File: config.mk
export PLATFORM = sky130hd
export DESIGN_NAME = hazard_ctrl
export DESIGN_NICKNAME = d
export VERILOG_FILES = /design/src/rtl/hazard_ctrl.sv
export SDC_FILE = /design/constraint.sdc
export NUM_CORES = 1
export LEC_CHECK = 0
export ABC_AREA = 1
export CORE_ASPECT_RATIO = 1.75
export CORE_MARGIN = 2
export CORE_UTILIZATION = 45
export DETAILED_ROUTE_END_ITERATION = 8
export GPL_ROUTABILITY_DRIVEN = 1
export MAX_ROUTING_LAYER = met4
export PLACE_DENSITY = 0.78
export SLEW_MARGIN = 30
export SYNTH_ARGS = -nofsm -noshare
export SYNTH_HDL_FRONTEND = slang
export SYNTH_SLANG_ARGS = --single-unit
File: constraint.sdc
create_clock -name clk -period 1.91 [get_ports clk]
set_input_delay 0.4775 -clock clk [delete_from_list [all_inputs] [get_ports clk]]
set_output_delay 0.4775 -clock clk [all_outputs]
set_load 0.02 [all_outputs]
File: src/rtl/hazard_ctrl.sv
// Pipeline hazard unit: operand forwarding, load-use/branch stall detection,
// a fixed-latency divider occupancy FSM and a saturating stall-cycle counter.
module hazard_ctrl #(
    parameter int REG_AW     = 5,
    parameter int DIV_CYCLES = 32,
    parameter int CNT_W      = 32
) (
    input  logic              clk,
    input  logic              resetn,
    input  logic [REG_AW-1:0] rsD,
    input  logic [REG_AW-1:0] rtD,
    input  logic [REG_AW-1:0] rsE,
    input  logic [REG_AW-1:0] rtE,
    input  logic [REG_AW-1:0] writeregE,
    input  logic [REG_AW-1:0] writeregM,
    input  logic [REG_AW-1:0] writeregW,
    input  logic              regwriteE,
    input  logic              regwriteM,
    input  logic              regwriteW,
    input  logic              memtoregE,
    input  logic              memtoregM,
    input  logic              branchD,
    input  logic              jrD,
    input  logic              div_startE,
    input  logic              exceptM,
    output logic [1:0]        forwardAE,
    output logic [1:0]        forwardBE,
    output logic              forwardAD,
    output logic              forwardBD,
    output logic              stallF,
    output logic              stallD,
    output logic              stallE,
    output logic              flushD,
    output logic              flushE,
    output logic              flushM,
    output logic              div_busy,
    output logic              div_done,
    output logic [CNT_W-1:0]  stall_cnt
);

    typedef enum logic [1:0] {S_IDLE, S_BUSY, S_DONE} div_state_e;

    localparam logic [7:0] DIV_LOAD = 8'(DIV_CYCLES - 2);

    div_state_e       state_q, state_d;
    logic [7:0]       cnt_q, cnt_d;
    logic [CNT_W-1:0] stall_cnt_q, stall_cnt_d;

    logic lwstall, brstall, div_stall;

    // Register 0 is hard-wired, so a zero source index never counts as a hit.
    function automatic logic hit(input logic [REG_AW-1:0] src,
                                 input logic [REG_AW-1:0] dst,
                                 input logic              en);
        return en && (src != '0) && (src == dst);
    endfunction

    always_comb begin
        forwardAE = 2'b00;
        forwardBE = 2'b00;
        if (hit(rsE, writeregM, regwriteM))      forwardAE = 2'b10;
        else if (hit(rsE, writeregW, regwriteW)) forwardAE = 2'b01;
        if (hit(rtE, writeregM, regwriteM))      forwardBE = 2'b10;
        else if (hit(rtE, writeregW, regwriteW)) forwardBE = 2'b01;
        forwardAD = hit(rsD, writeregM, regwriteM);
        forwardBD = hit(rtD, writeregM, regwriteM);
    end

    // A jump-register only reads rs, so rt is compared for branches alone.
    always_comb begin
        lwstall = hit(rsD, writeregE, memtoregE & regwriteE) |
                  hit(rtD, writeregE, memtoregE & regwriteE);
        brstall = ((branchD | jrD) & (hit(rsD, writeregE, regwriteE) |
                                      hit(rsD, writeregM, memtoregM))) |
                  (branchD & (hit(rtD, writeregE, regwriteE) |
                              hit(rtD, writeregM, memtoregM)));
    end

    always_ff @(posedge clk or negedge resetn) begin
        if (!resetn) begin
            state_q     <= S_IDLE;
            cnt_q       <= '0;
            stall_cnt_q <= '0;
        end else begin
            state_q     <= state_d;
            cnt_q       <= cnt_d;
            stall_cnt_q <= stall_cnt_d;
        end
    end

    always_comb begin
        state_d = state_q;
        cnt_d   = cnt_q;
        if (exceptM) begin
            state_d = S_IDLE;
        end else begin
            case (state_q)
                S_IDLE: if (div_startE) begin
                    state_d = S_BUSY;
                    cnt_d   = DIV_LOAD;
                end
                S_BUSY: begin
                    if (cnt_q == '0) state_d = S_DONE;
                    else             cnt_d   = cnt_q - 8'd1;
                end
                S_DONE:  state_d = S_IDLE;
                default: state_d = S_IDLE;
            endcase
        end
    end

    always_comb begin
        div_busy  = (state_q == S_BUSY);
        div_done  = (state_q == S_DONE);
        div_stall = div_busy | ((state_q == S_IDLE) & div_startE);
        stallF = 1'b0;
        stallD = 1'b0;
        stallE = 1'b0;
        flushD = 1'b0;
        flushE = 1'b0;
        flushM = 1'b0;
        if (exceptM) begin
            flushD = 1'b1;
            flushE = 1'b1;
            flushM = 1'b1;
        end else if (div_stall) begin
            stallF = 1'b1;
            stallD = 1'b1;
            stallE = 1'b1;
            flushM = 1'b1;
        end else if (lwstall | brstall) begin
            stallF = 1'b1;
            stallD = 1'b1;
            flushE = 1'b1;
        end
    end

    always_comb begin
        stall_cnt_d = stall_cnt_q;
        if (stallF && (stall_cnt_q != '1)) stall_cnt_d = stall_cnt_q + 1'b1;
    end

    assign stall_cnt = stall_cnt_q;

endmodule

==> key figures <==
Detailed routing
  • DRT iter0 DRCs: 177
  • DRC errors left: 0
  • First-pass DRT Iterations: 4
  • DR vias: 3984
  • DR WL/cell: 16.1 um
  • DRT Wirelength: 11.9 mm
  • Post-route ant nets: 0
  • Vias per cell: 5.41

Placement
  • Number of I/O port buffers: 91
  • DPL Wire Length: 9.31 mm
  • Gpl congestion: 0.979
  • Placed insts: 721

Timing
  • Clk_skew: 0.00643 ns
  • Total negative slack: -0.895 ns
  • Fmax: 0.482 GHz
  • Post-route setup slack: -0.165 ns
  • Period utilisation layout: 109%
  • Final-report setup violation count: 10
  • Final-report hold violation count: 0
  • Unrepaired setup endpoints after global routing: yes
  • Min Tclk post-route: 2.08 ns
  • Slew Limit Headroom: 69.7%
  • Slew @ Worst Pin: 0.455 ns
  • Final count of pins violating max slew: 0

Worst hold path
  • Min-Delay Path Class: input port to async pin

Setup path
  • Cell mode on critical path: nand2_1
  • Crit Path Class: input port to primary output
  • CP Capture Type: primary output
  • Delay-heaviest family, CP: simple AND/OR/NAND/NOR gates
  • Crit path largest cell delay: 0.16 ns
  • Worst setup SP type: input port
  • Slowest cell on the critical path: and2_4
  • Crit-path max FO: 4
  • Cell Chain, Critical Path: buf_8 > nor2_4 > buf_6 > nand4_1 > nand2_1 > inv_1 > nand2_1 > nand2_1 > nand2_2 > nand4_4 > and2_4 > buf_6
  • Buf/Inv on CP: 4
  • CP arrival: 1.60 ns
  • WP data required: 1.43 ns

Yosys
  • Compound-Gate Fraction of Synth Area: 3.56%
  • Mapped Nets: 564
  • Yosys warning total: 0
  • Syn_area_per_cell: 6.68 sq um
  • Distinct cell type count after synthesis: 36
  • Main combinational cell family by area after synthesis: simple AND/OR/NAND/NOR gates
  • Synthesized flop and latch total: 42
  • Multiplexer share of the synthesized area: 0%
  • Mapped Cells: 515
  • XOR/XNOR Fraction of Synth Area: 13.2%
  • Post-Syn Area: 3440 sq um
  • Adder-cell share of the synthesized area: 1.09%
  • Post-Synth Simple-Gate Area: 42.7%
  • Register area share after synthesis: 30.5%

Floorplanning
  • Starting density of the core: 45.8%
  • Die area: 8390 sq um
  • Ports: 92
  • Die height: 120 um
  • Die width: 70.1 um
  • # rows: 42
  • Core ar.: 7510 sq um

Power and ir drop
  • Pwr/cell area: 542 nW/um^2
  • Static leakage: 2.60 nW
  • Worst VDD drop: 0.667 mV
  • Tot Pwr: 0.00280 W

Cells and area
  • Layout area overhead: 50.2%
  • Number of fill cells: 639
  • Finished Core Util: 68.8%
  • Multi-input gate area: 2360 sq um
  • FF+latch area: 1050 sq um
  • Most frequent cells in the layout: nand2_1 (164), nor2_1 (51), buf_4 (45)
  • Layout cells sized above 1: 25.5%
  • Commonest non-fill, non-tap cell in the layout: nand2_1
  • Nets: 695
  • Finished Layout Cells: 737

Job
  • Maxcap violations: 0

Clock network
  • Worst-path clk slew: 0.06 ns
  • CTS Buffer Depth: 2
  • TritonCTS Buffers: 5
  • CTS sink cnt: 42
  • Clock Latency Late Sink: 0.29 ns
  • CTS Hold Bufs: 0
  • CTS Root Cell: clkbuf_16
  • CTS tree: yes
  • Htree depth: 2

Global routing
  • Initial antenna violation count: 2
  • Vias in the first global route: 4003
  • GRT Util Overall: 29.6%
  • First-pass GRT wire length: 19.0 mm
  • Largest net degree at the start of global routing: 36
  • GRT overflow: 0

Status
  • Failing checks: setup timing
  • Outcome: finished with violations
[sequential cells by signal, summed over array words and instances, names as in the netlist]
register,flops
stall_cnt,32
state_q,2
cnt_q,8
[synthesized netlist by cell type]
cell,instances,area share [%]
nand2_1,169,18
nor2_1,56,6.1
inv_1,53,5.8
dfrtp_1,42,31
nand4_1,42,7.6
xnor2_1,26,6.6
xor2_1,26,6.6
nand3_1,25,3.6
nor3_1,18,2.6
o21ai_0,8,1.2
a21oi_1,5,0.73
buf_2,5,0.73
clkbuf_1,5,0.55
nor4_1,5,0.91
buf_6,3,0.98
ha_1,3,1.1
buf_4,2,0.44
clkbuf_2,2,0.29
nor3_2,2,0.58
nor3b_1,2,0.44
a211o_1,1,0.25
a221oi_1,1,0.25
a22oi_1,1,0.22
a41oi_1,1,0.25
and2_1,1,0.18
buf_1,1,0.11
nand3_2,1,0.29
nand3b_1,1,0.22
nand4_4,1,0.62
nor2_2,1,0.18
nor2_4,1,0.33
nor4_2,1,0.36
o2111ai_1,1,0.25
o21ai_2,1,0.25
o22ai_1,1,0.18
or2_2,1,0.18
[worst reg2reg max path, cell delays in order (launching register included)]
cell and delay [ns]:
dfrtp_1 0.49, nand2_1 0.10, nor2_1 0.19, nand3_1 0.14, nor3_2 0.12, nand3_1 0.12
buf_4 0.28, nand4_1 0.16, nand2_1 0.07
[cell type report]
| type | count | share of cell area (%) |
|---|---|---|
| multi-input combinational | 402 | 45.7 |
| timing repair buffer | 142 | 25.0 |
| sequential | 42 | 20.4 |
| inverter | 53 | 3.85 |
| clock buffer | 7 | 2.76 |
| tap | 88 | 2.13 |
| clock inverter | 1 | 0.0968 |
| antenna | 2 | 0.0968 |
[path summary, 6_finish.rpt]
check,from,end,slack [ns],cells after the start
hold reg to reg,cnt_q[7]$_DFFE_PN0P_,cnt_q[7]$_DFFE_PN0P_,0.49,1
hold / removal,resetn,stall_cnt[23]$_DFFE_PN0P_,0.13,1
setup / recovery,rtD[0],stallF,-0.17,12
min in group clk,cnt_q[7]$_DFFE_PN0P_,cnt_q[7]$_DFFE_PN0P_,0.49,1
setup reg to reg,stall_cnt[2]$_DFFE_PN0P_,stall_cnt[29]$_DFFE_PN0P_,0.13,8
max in group asynchronous,resetn,stall_cnt[14]$_DFFE_PN0P_,1.28,2
[cells by family (layout without fill, tap and decap cells)]
| group | after synthesis | in the layout |
|---|---|---|
| adders and majority gates | 3 | 3 |
| buffers and inverters | 71 | 203 |
| DFF | 42 | 42 |
| other | 0 | 2 |
| AOI/OAI and AO/OA | 20 | 20 |
| xor gates and xnor gates | 52 | 52 |
| and+or+nand+nor | 327 | 327 |
[where the power goes]
group	total, W	leakage [nW]	switching, W	internal (W)
Clock	0.000859	0.0739	0.000341	0.000518
Combinational	0.000898	1.97	0.000479	0.000419
Sequential	0.00105	0.557	0.0000947	0.000952
[through the flow]
| step | cell area [sq um] | worst slack, ns | hold slack [ns] |
|---|---|---|---|
| 2_1_floorplan | 3500 | -0.0878 | 0.182 |
| 3_3_place_gp | 4740 | -0.996 | 0.437 |
| 3_5_place_dp | 4740 | -1.07 | 0.451 |
| 4_1_cts | 5090 | -0.176 | 0.146 |
| 5_1_grt | 5170 | -0.248 | 0.178 |
| 6_report | 5170 | -0.165 | 0.133 |
[repair_timing]
item / 4_1_cts / 5_1_grt
resized for setup: 299 / 22
buffers inserted: 6 / 1
pin swaps: 53 / 13
endpoints found under the setup margin: 50 / 53
[metal layers]
metal / part of all wire [%] / track usage, % / routed length [um]
met4: 6.2 / 19.1 / 739
met3: 3.5 / 4.03 / 420
met5: 0 / - / 0
met1: 33 / 26.8 / 3970
met2: 57 / 56.0 / 6760
(Power assumes the default switching activity.)
==> variant (config.mk and constraints unchanged) <==
Change the parameter `DIV_CYCLES` from 32 to 24.
--- a/src/rtl/hazard_ctrl.sv
+++ b/src/rtl/hazard_ctrl.sv
@@ -2,7 +2,7 @@
 // a fixed-latency divider occupancy FSM and a saturating stall-cycle counter.
 module hazard_ctrl #(
     parameter int REG_AW     = 5,
-    parameter int DIV_CYCLES = 32,
+    parameter int DIV_CYCLES = 24,
     parameter int CNT_W      = 32
 ) (
     input  logic              clk,
Check against the original RTL: same outputs for any inputs over 10 cycles, from zero or initial values and one cycle with resetn low; that may be too few to reach the edited logic, so the function may still have changed.
==> variant against the unedited design <==
The flow still finishes with violations (setup timing); sequential power barely moved; final area up 9.4%; power increased by 12%; area after synthesis rose by 1.4%; sequential cell count unchanged; highest routed layer unchanged; routed wire length rose by 17%; worst setup slack got worse by 75 ps; sequential share of layout area down 1.7 points.
==> variant: results (changes against the unedited design) <==
gr usage total=0.3110 (+0.01516); first-pass GRT wire length=20150 µm (+6.3%); Yosys top cell by area=dfrtp_1; initial drt markers=206 (+16%); fraction of registers with async set/reset=1.000 (unchanged); sw frac=0.3316 (+0.005306); initial antenna violation count=0 (-2); failing checks=setup timing; # nets final=720 (+3.6%); drt pass-1 iters=4 (unchanged); synth cell count leaders=nand2_1 (169), nor2_1 (56), inv_1 (54); Num CTS Buffers=5 (unchanged); worst setup margin=-239.7 ps (-74.71 ps); Clock Skews=6.178 ps (-0.2496 ps); vias in the first global route=4375 (+9.3%); max FFs per register=32 (unchanged); Synth Instances=519 (+0.78%); Antenna Cells=0 (-2); worst vdd ir=693.8 µV (+4.0%); Final Setup Violations=8 (-2); fraction of final layout cells sized beyond drive strength 1=0.3259 (+0.07087); max_slew headroom=0.6897 (-0.006938); outcome=complete, but fails checks; Avg WL per Cell=18.23 µm (+13%); total routed wirelength=13860 µm (+17%); H-tree depth=2 (unchanged); Worst-Skew Late Latency=290 ps (about the same); Arrival @ worst endpoint=1670 ps (+70 ps); largest net degree at the start of global routing=36 (unchanged); Crit Path Max Fanout=2 (-2); Synthesized Nets=568 (+0.71%); placed cells=731 (+1.4%); Reg-to-Reg Start=stall_cnt[4]$_DFFE_PN0P_; yosys warns=0 (unchanged); drt via density=5.686 (+5.2%); DP Wirelength=9250 µm (-0.61%); post-synthesis sequential area ratio=0.3012 (-0.004160); top cells by area, synth=dfrtp_1 (30%), nand2_1 (18%), nand4_1 (7.5%); pre-CTS setup slack=-994.1 ps (+71.09 ps); synth unique cells=39 (+8.3%); routability cong.=0.9601 (-1.9%); Leakage=2.784 nW (+7.2%); input/output buffers=91 (unchanged); worst setup path start=writeregM[0]; clock-pin slew on the worst setup and hold paths=60 ps (about the same)
## variant: cell count changes in the layout (fill, tap and decap cells not counted), sizes merged, moves of 2 or more
cell    before  now
buf         95  111
clkbuf       8   10
diode        2    0
inv         53   55
nand3       26   28
nor2        58   60
o21ai        9    7
## variant: timing repair
action,4_1_cts,5_1_grt
gates cloned,2,0
buffers inserted,24,4
endpoints found under the setup margin,48,49
gates resized for setup,294,72
pin swaps,46,44
## variant: final timing paths
kind / end / slack (ps) / depth (start not counted)
hold reg to reg: stall_cnt[31]$_DFFE_PN0P_ / 500 / 2
setup / recovery: stallF / -240 / 12
setup reg to reg: stall_cnt[30]$_DFFE_PN0P_ / 110 / 8
max in group asynchronous: stall_cnt[0]$_DFFE_PN0P_ / 1290 / 2
min in group clk: stall_cnt[31]$_DFFE_PN0P_ / 500 / 2
hold / removal: state_q[1]$_DFFE_PN0P_ / 120 / 1
## variant: kinds of logic after synthesis
logic type      count (synthesis)  share of synthesized area
buf+inv                        73                    0.08999
flops                          42                     0.3012
fa+ha+maj                       3                    0.01076
xor+xnor                       52                     0.1305
simple gates                  331                     0.4324
compound gates                 18                    0.03514
## variant: routing by layer
layer	wire length (µm)	GRT usage	vias to the layer above
met5	0	-	-
met4	1156	0.2146	0
met3	605	0.03750	86
met2	7530	0.5943	202
met1	4565	0.2734	2036
li1	-	-	1997
## variant: area by class of cell
cell class | instances | area [µm²]
Clock inverter | 2 | 37.54
Timing Repair Buffer | 163 | 1551
Fill cell | 551 | 1909
Inverter | 55 | 211.5
Tap cell | 88 | 110.1
Clock buffer | 6 | 128.9
Multi-Input combinational cell | 404 | 2561
Sequential cell | 42 | 1057
## variant: power by group through the flow
stage               clock network [mW]  logic [mW]  registers, mW
detailed placement                   0       0.915           1.05
global placement                     0       0.894           1.05
global route                      1.01        1.18           1.05
finish                           0.979        1.11           1.05
floorplan                            0       0.418           1.09
CTS                              0.987        1.04           1.04
## variant: worst max-delay path, stage by stage
cell,delay (ps)
buf_8,100
buf_6,120
xnor2_4,160
nand3_4,110
nor2_2,130
nand2_1,70
nand2_2,60
nand2_2,80
nand3_2,70
nand2_1,70
nand2_2,90
buf_6,120
## variant: per-stage QoR
stage,hold slack (ps),cell area [µm²],util,setup TNS [ps]
floorplan,181.9,3565,-,-122.0
global placement,432.4,4885,0.6455,-26410
detailed placement,428.4,4885,0.6455,-27800
CTS,126.0,5493,0.7259,-1510
global route,129.4,5658,0.7477,-2417
finish,118.6,5658,0.7477,-1489
